[config.mk]
export PLATFORM = sky130hd
export DESIGN_NAME = ha_accumulator
export DESIGN_NICKNAME = d
export VERILOG_FILES = /design/src/rtl/ha_pkg.sv /design/src/rtl/ha_beat_counter.sv /design/src/rtl/ha_accumulator.sv
export SDC_FILE = /design/constraint.sdc
export NUM_CORES = 1
export LEC_CHECK = 0
export ABC_AREA = 1
export ABC_CLOCK_PERIOD_IN_PS = 2840
export BUFFER_PORTS_ARGS = -buffer_cell sky130_fd_sc_hd__buf_4
export CORE_ASPECT_RATIO = 1.1
export CORE_MARGIN = 5
export CORE_UTILIZATION = 54
export CTS_BUF_LIST = sky130_fd_sc_hd__clkbuf_16
export CTS_CLUSTER_DIAMETER = 60
export DETAILED_ROUTE_END_ITERATION = 16
export HOLD_SLACK_MARGIN = 0.12
export PLACE_DENSITY = 0.83
export SLEW_MARGIN = 10
export SYNTH_ARGS = -nofsm -noshare
export SYNTH_HDL_FRONTEND = slang
export SYNTH_HIERARCHICAL = 1
export SYNTH_SLANG_ARGS = --single-unit
[constraint.sdc]
create_clock -name clk -period 2.84 [get_ports clk]
set_clock_uncertainty 0.1 [all_clocks]
set_input_delay 0.568 -clock clk [delete_from_list [all_inputs] [get_ports clk]]
set_output_delay 0.568 -clock clk [all_outputs]
set_load 0.02 [all_outputs]
[src/rtl/ha_pkg.sv]
// Shared definitions for the half-adder accumulator slice.
//   ha_state_e : accumulator FSM states (IDLE, ACCUM, DONE)
//   SUM_W_DEF / ACC_W_DEF : default field widths
//   beat_w()   : width of one incoming beat value ({carry, sum})
package ha_pkg;

  typedef enum logic [1:0] {
    IDLE  = 2'd0,
    ACCUM = 2'd1,
    DONE  = 2'd2
  } ha_state_e;

  localparam int SUM_W_DEF = 3;
  localparam int ACC_W_DEF = 8;

  // A beat is {carry, sum}: the carry sits just above the sum field.
  function automatic int beat_w(input int sum_w);
    return sum_w + 1;
  endfunction

endpackage

[src/rtl/ha_beat_counter.sv]
// Loadable up-counter tracking beats accepted in the current block.
// Ports:
//   clk, rst   : clock, async active-high reset
//   clr        : synchronous clear to 0 (highest priority)
//   load       : synchronous load of load_val
//   load_val   : value for load
//   inc        : increment enable
//   cnt        : current count
//   tc_next    : high when the next increment reaches COUNT_N
module ha_beat_counter #(
  parameter int COUNT_N = 4,
  parameter int CNT_W   = $clog2(COUNT_N + 1)
) (
  input  logic             clk,
  input  logic             rst,
  input  logic             clr,
  input  logic             load,
  input  logic [CNT_W-1:0] load_val,
  input  logic             inc,
  output logic [CNT_W-1:0] cnt,
  output logic             tc_next
);

  logic [CNT_W-1:0] cnt_q;
  logic [CNT_W-1:0] cnt_d;

  always_comb begin
    cnt_d = cnt_q;
    if (clr) begin
      cnt_d = '0;
    end else if (load) begin
      cnt_d = load_val;
    end else if (inc) begin
      cnt_d = cnt_q + CNT_W'(1);
    end
  end

  always_ff @(posedge clk or posedge rst) begin
    if (rst) begin
      cnt_q <= '0;
    end else begin
      cnt_q <= cnt_d;
    end
  end

  // Flagging one beat early lets the FSM leave ACCUM on the very edge
  // that accepts the final beat.
  assign tc_next = (cnt_q == CNT_W'(COUNT_N - 1));
  assign cnt     = cnt_q;

endmodule

[src/rtl/ha_accumulator.sv]
// Accumulates COUNT_N {carry, sum} beats into an ACC_W-bit block total
// with a sticky overflow flag.
// Ports:
//   clk, rst             : clock, async active-high reset
//   start                : begin a block (only honoured in IDLE)
//   in_valid / in_ready  : input beat handshake, fields sum / carry
//   out_valid / out_ready: final total handshake
//   acc_out, overflow    : running/final total and sticky wrap flag
//   beat_cnt             : beats accepted in the current block
//   busy                 : FSM not in IDLE
//   dbg_state            : raw FSM state for observation
// Handshake: a transfer happens on every rising edge where valid and ready
// are both high; ready/valid here depend only on registered state, and
// out_ready may be raised before out_valid.
module ha_accumulator
  import ha_pkg::*;
#(
  parameter int SUM_W   = SUM_W_DEF,
  parameter int ACC_W   = ACC_W_DEF,
  parameter int COUNT_N = 4,
  parameter int CNT_W   = $clog2(COUNT_N + 1)
) (
  input  logic             clk,
  input  logic             rst,
  input  logic             start,
  input  logic             in_valid,
  output logic             in_ready,
  input  logic [SUM_W-1:0] sum,
  input  logic             carry,
  output logic             out_valid,
  input  logic             out_ready,
  output logic [ACC_W-1:0] acc_out,
  output logic             overflow,
  output logic [CNT_W-1:0] beat_cnt,
  output logic             busy,
  output logic [1:0]       dbg_state
);

  localparam int BW = beat_w(SUM_W);

  ha_state_e        state_q, state_d;
  logic [ACC_W-1:0] acc_q, acc_d;
  logic             ovf_q, ovf_d;
  logic             cnt_clr, cnt_inc, cnt_tc_next;
  logic [BW-1:0]    beat;
  logic [ACC_W:0]   add_ext;

  assign beat    = {carry, sum};
  // One extra bit catches the carry-out of the accumulator add.
  assign add_ext = {1'b0, acc_q} + (ACC_W + 1)'(beat);

  ha_beat_counter #(
    .COUNT_N (COUNT_N),
    .CNT_W   (CNT_W)
  ) u_beat_counter (
    .clk      (clk),
    .rst      (rst),
    .clr      (cnt_clr),
    .load     (1'b0),
    .load_val ('0),
    .inc      (cnt_inc),
    .cnt      (beat_cnt),
    .tc_next  (cnt_tc_next)
  );

  always_comb begin
    state_d = state_q;
    acc_d   = acc_q;
    ovf_d   = ovf_q;
    cnt_clr = 1'b0;
    cnt_inc = 1'b0;
    case (state_q)
      IDLE: begin
        // Last block's result stays visible until the next start.
        if (start) begin
          state_d = ACCUM;
          acc_d   = '0;
          ovf_d   = 1'b0;
          cnt_clr = 1'b1;
        end
      end
      ACCUM: begin
        if (in_valid) begin
          acc_d   = add_ext[ACC_W-1:0];
          ovf_d   = ovf_q | add_ext[ACC_W];
          cnt_inc = 1'b1;
          if (cnt_tc_next) begin
            state_d = DONE;
          end
        end
      end
      DONE: begin
        if (out_ready) begin
          state_d = IDLE;
        end
      end
      default: begin
        state_d = IDLE;
      end
    endcase
  end

  always_ff @(posedge clk or posedge rst) begin
    if (rst) begin
      state_q <= IDLE;
      acc_q   <= '0;
      ovf_q   <= 1'b0;
    end else begin
      state_q <= state_d;
      acc_q   <= acc_d;
      ovf_q   <= ovf_d;
    end
  end

  assign in_ready  = (state_q == ACCUM);
  assign out_valid = (state_q == DONE);
  assign busy      = (state_q != IDLE);
  assign acc_out   = acc_q;
  assign overflow  = ovf_q;
  assign dbg_state = state_q;

endmodule

# Word level (Yosys, flattened, before mapping)
# Cells that the tools add are included.
[word_totals]
regBits = 14
inputBits = 9
out_inout_bits = 17
elab_cells = 37
[op_classes]
add_sub_neg = 2
n_eq_ne = 7
n_mux = 17
bitwise = 1
n_reduce_logical = 6
[ops]
columns = ["cell", "n"]
rows = [
  ["$mux W8", 2],
  ["$pmux W8 S2", 1],
  ["$add A8 B4 Y9", 1],
  ["$mux W2", 4],
  ["$mux W1", 6],
  ["$mux W3", 2],
  ["$pmux W2 S3", 1],
  ["$reduce_bool A2 Y1", 3],
  ["$ne A2 B1 Y1 const B", 2],
  ["$ne A2 B2 Y1 const B", 2],
  ["$reduce_and A4 Y1", 1],
  ["$add A3 B1 Y3 const B", 1],
  ["$eq A3 B2 Y1 const B", 1],
  ["$reduce_and A3 Y1", 1],
  ["$eq A2 B1 Y1 const B", 1],
  ["$eq A2 B2 Y1 const B", 1],
  ["$logic_not A2 Y1", 1],
  ["$pmux W1 S2", 1],
  ["$or A1 B1 Y1", 1],
]

# Logic depth before layout (Yosys ltp)
[depth]
word_depth = 4
mapped_depth = 8
depth_no_buf = 8

# Cells and area by module
# The synthesis kept the hierarchy.
[by_module_without_submodules]
columns = ["mod", "instances", "cells_each", "area_each_um2", "seq_area_each_um2"]
rows = [
  ["ha_accumulator", 1, 87, 690.7, 275.3],
  ["ha_beat_counter", 1, 27, 197.7, 75.1],
]

# Worst setup path before layout
# OpenSTA, ideal clock, no wires.
[synth_path]
path_type = "input-to-reg"
from = "input port sum[0]"
to = "register acc_q[4], in the netlist acc_out[4]"
setup_time_ns = 0.077
arrival_ns = 1.588
required_time_ns = 2.663
path_slack_ns = 1.075
path_stages = 7
path_buffers = 0
path_cell_list = "ha_1 > fa_1 > nand3_1 > nand2_1 > nand2_1 > o21ai_0 > a21oi_1"
[synth_between]
elab_chain_len = 3
[synth_rtl]
columns = ["item", "line", "source"]
rows = [
  ["start: declaration", "ha_accumulator.sv:28", "input logic [SUM_W-1:0] sum,"],
  ["$add A8 B4 Y9", "ha_accumulator.sv:50", "assign add_ext = {1'b0, acc_q} + (ACC_W + 1)'(beat);"],
  ["$mux W8", "ha_accumulator.sv:83", "if (in_valid) begin"],
  ["$pmux W8 S2", "ha_accumulator.sv:72", "case (state_q)"],
  ["end signal: assignment", "ha_accumulator.sv:106", "acc_q <= '0;"],
  ["end signal: assignment", "ha_accumulator.sv:110", "acc_q <= acc_d;"],
  ["end: declaration", "ha_accumulator.sv:42", "logic [ACC_W-1:0] acc_q, acc_d;"],
]
# Every way passes these cells. The select of a mux whose other input is x is not followed.
# A chain may end at the register's enable or synchronous reset.

# Worst setup path after layout
# Ends and elaborated chain as after synthesis.

==> key figures <==
Yosys
  – Synth Register Bits: 14
  – YS warnings: 6
  – Cells after Synth: 114
  – Area leader, netlist: dfrtp_1
  – Synth top area cells: dfrtp_1 (39%), nand2_1 (15%), ha_1 (8.5%)
  – Synthesized area per cell: 7.79 sq um
  – Yosys cell types: 20
  – Synth Cell Area: 888 sq um
  – Post-synthesis sequential area ratio: 39.4%
  – Synth top area share: 39.4%

Power
  – Internal power: 0.000700 W
  – Comb pwr share: 49.8%
  – Max VDD drop: 0.669 mV
  – Flop pwr share: 29.0%
  – Psw: 0.000501 W
  – Sw frac: 41.7%
  – Pleak: 0.692 nW
  – Clk pwr share: 21.3%
  – Pwr Density: 987 nW/um^2

STA
  – Tmin final: 1780 ps
  – Setup TNS: 0 ps
  – RSZ-0062 raised after global routing: no
  – Fin. Hold Viols: 0
  – Hold Worst Slack: 399 ps
  – Max Slew Vio Count: 0
  – Final setup fails: 0
  – Period utilization: 62.7%
  – Top achievable clock speed: 561 MHz

Final layout
  – Commonest non-fill, non-tap cell in the layout: nand2_1
  – Layout cells sized above 1: 23.7%
  – Final std cells w/o fill: 169
  – P&R area growth vs syn: 36.9%
  – # nets final: 170
  – Finished Cell Area: 1220 sq um
  – Ant. Diodes: 0
  – Commonest cells after routing, fill and taps aside: nand2_1 (35), buf_4 (25), inv_1 (17), dfrtp_1 (14), conb_1 (10)

Route
  – Iter 0 DRT Violations: 15
  – Via Count: 837
  – Final WL: 1960 microns
  – Pre-antenna DRT Iters: 4
  – DRC viols: 0
  – Post-DRT Antenna Nets: 0
  – Per-cell routed wire length: 11.6 microns
  – Vias per Instance: 4.95

Clock network
  – Hold buffers post-CTS: 1
  – # H-tree levels: 1
  – Later-pin clock latency in the skew report: 240 ps
  – Max Root-Sink Buffers: 2
  – CTS tree: done
  – CTS Buf Count: 3
  – # resized after CTS: 0
  – Root Driver: clkbuf_16
  – Clk sinks: 14
  – Postcts setup bufs: 0
  – Reg clk slew, reported paths: 40 ps

Worst hold path
  – Worst hold path cell count: 2
  – Hold_sp: out_ready
  – Min-delay worst type: input pin to register
  – Hold Path End: dbg_state[1]

Critical path
  – Slowest-stage cell, CP: fa_1
  – Count of buffer and inverter cells on the critical path: 1
  – Worst path cell trace: buf_4 > ha_1 > fa_1 > nand3_1 > nand2_1 > nand2_1 > o21ai_0 > a21oi_1
  – Family with the most delay on the worst path: adder cells
  – Largest fanout on the critical path: 3
  – RR Startpoint: acc_out[0]
  – Setup crit end kind: register
  – Flop-to-flop setup slack: 1100 ps
  – Worst setup SP type: input pin
  – Worst R2R End: acc_out[4]
  – CP dominant cell by count: nand2_1
  – CP Class: input pin to register
  – CP peak stage delay: 410 ps
  – Crit path arrival time: 1830 ps
  – R2R depth: 7
  – Req. time, crit path: 2890 ps

Global routing
  – Largest net degree at the start of global routing: 12
  – Gr ovfl total: 0
  – Initial antenna violation count: 0
  – Vias in the first global route: 851
  – GRT Overall Usage: 17.5%
  – Global-route wire length before repair: 3500 microns

Floorplan
  – Die ar.: 2560 sq um
  – Initial core utilization: 57.0%
  – Std cell rows: 15
  – I/O Pins: 26
  – Width of the die: 48.7 microns
  – Core area: 1560 sq um
  – Die Y: 52.5 microns

Placed design
  – DPL Wire Length: 1550 microns
  – DP Cell Count: 165
  – Dpl cell area: 1130 sq um
  – Placer Congestion: 0.783
  – Number of port buffers: 25

Run
  – Max Cap Viol: 0

Status
  – Status: complete, no violations
-- layout make-up --
cell class	instances	area (sq um)
clock buffers	3	75.1
fillers	123	342
repair buffers	26	198
multi-input cells	90	500
well taps	17	21.3
flip-flops and latches	14	350
inverters	19	71.3
-- registers in the layout (all words and copies together), names as in the netlist --
name and flops:
u_beat_counter/cnt 3, acc_out 8, dbg_state 2, overflow 1
-- cells by family after synthesis --
family	after synthesis	share of synthesized area [%]
fa+ha+maj	7	10.7
compound gates	16	10.6
other cells	1	0.422
flops	14	39.4
simple gates	56	29.9
xor+xnor	1	0.986
buf+inv	19	8.03
-- worst reg2reg max path, stage by stage (launching register included) --
cell     delay (ps)
dfrtp_1         390
ha_1            230
fa_1            420
nand3_1         100
nand2_1          90
nand2_1          90
o21ai_0          80
a21oi_1         160
-- power groups by stage --
stage                     sequential (W)  clock, W  combinational, W
after floorplan                 0.000422         0          0.000310
after global placement          0.000347         0          0.000587
after detailed placement        0.000351         0          0.000597
after CTS                       0.000349  0.000262          0.000601
after global routing            0.000364  0.000274          0.000670
final                           0.000348  0.000255          0.000597
-- layer usage --
metal | part of all wire [%] | track usage [%] | up-vias
met2 | 49 | 31.5 | 28
li1 | - | - | 432
met1 | 42 | 18.2 | 373
met4 | 1.6 | 8.97 | 0
met5 | 0 | 0 | -
met3 | 6.4 | 5.70 | 4
-- metrics by stage --
step | total power (W) | setup slack [ps] | utilization (%)
after floorplan | 0.000732 | 1080 | -
after global placement | 0.000934 | 912 | 72.6
after detailed placement | 0.000948 | 823 | 72.6
after CTS | 0.00121 | 1050 | 78.1
after global routing | 0.00131 | 935 | 78.1
final | 0.00120 | 1060 | 78.1
-- worst max-delay path by stage --
| stage | startpoint | end | slack (ps) | depth (start not counted) |
|---|---|---|---|---|
| 3_3_place_gp | sum[0] | acc_out[4] | 910 | 8 |
| 3_5_place_dp | sum[0] | acc_out[4] | 820 | 8 |
| 4_1_cts | sum[0] | acc_out[4] | 1050 | 8 |
| 5_1_grt | sum[0] | acc_out[4] | 940 | 8 |
| 2_1_floorplan | sum[0] | acc_out[4] | 1080 | 7 |
| 6_report | sum[0] | acc_out[4] | 1060 | 8 |
-- synth_stat cells, drive strengths merged --
| cell | number |
|---|---|
| ha | 6 |
| nand2 | 37 |
| o21ai | 5 |
| o31ai | 1 |
| nand3 | 8 |
| conb | 1 |
| a21oi | 7 |
| dfrtp | 14 |
| fa | 1 |
| o21a | 1 |
| nor2 | 7 |
| a22o | 2 |
| inv | 19 |
| xnor2 | 1 |
| nand4 | 4 |
Note: power is estimated with default switching activity, not from simulation.
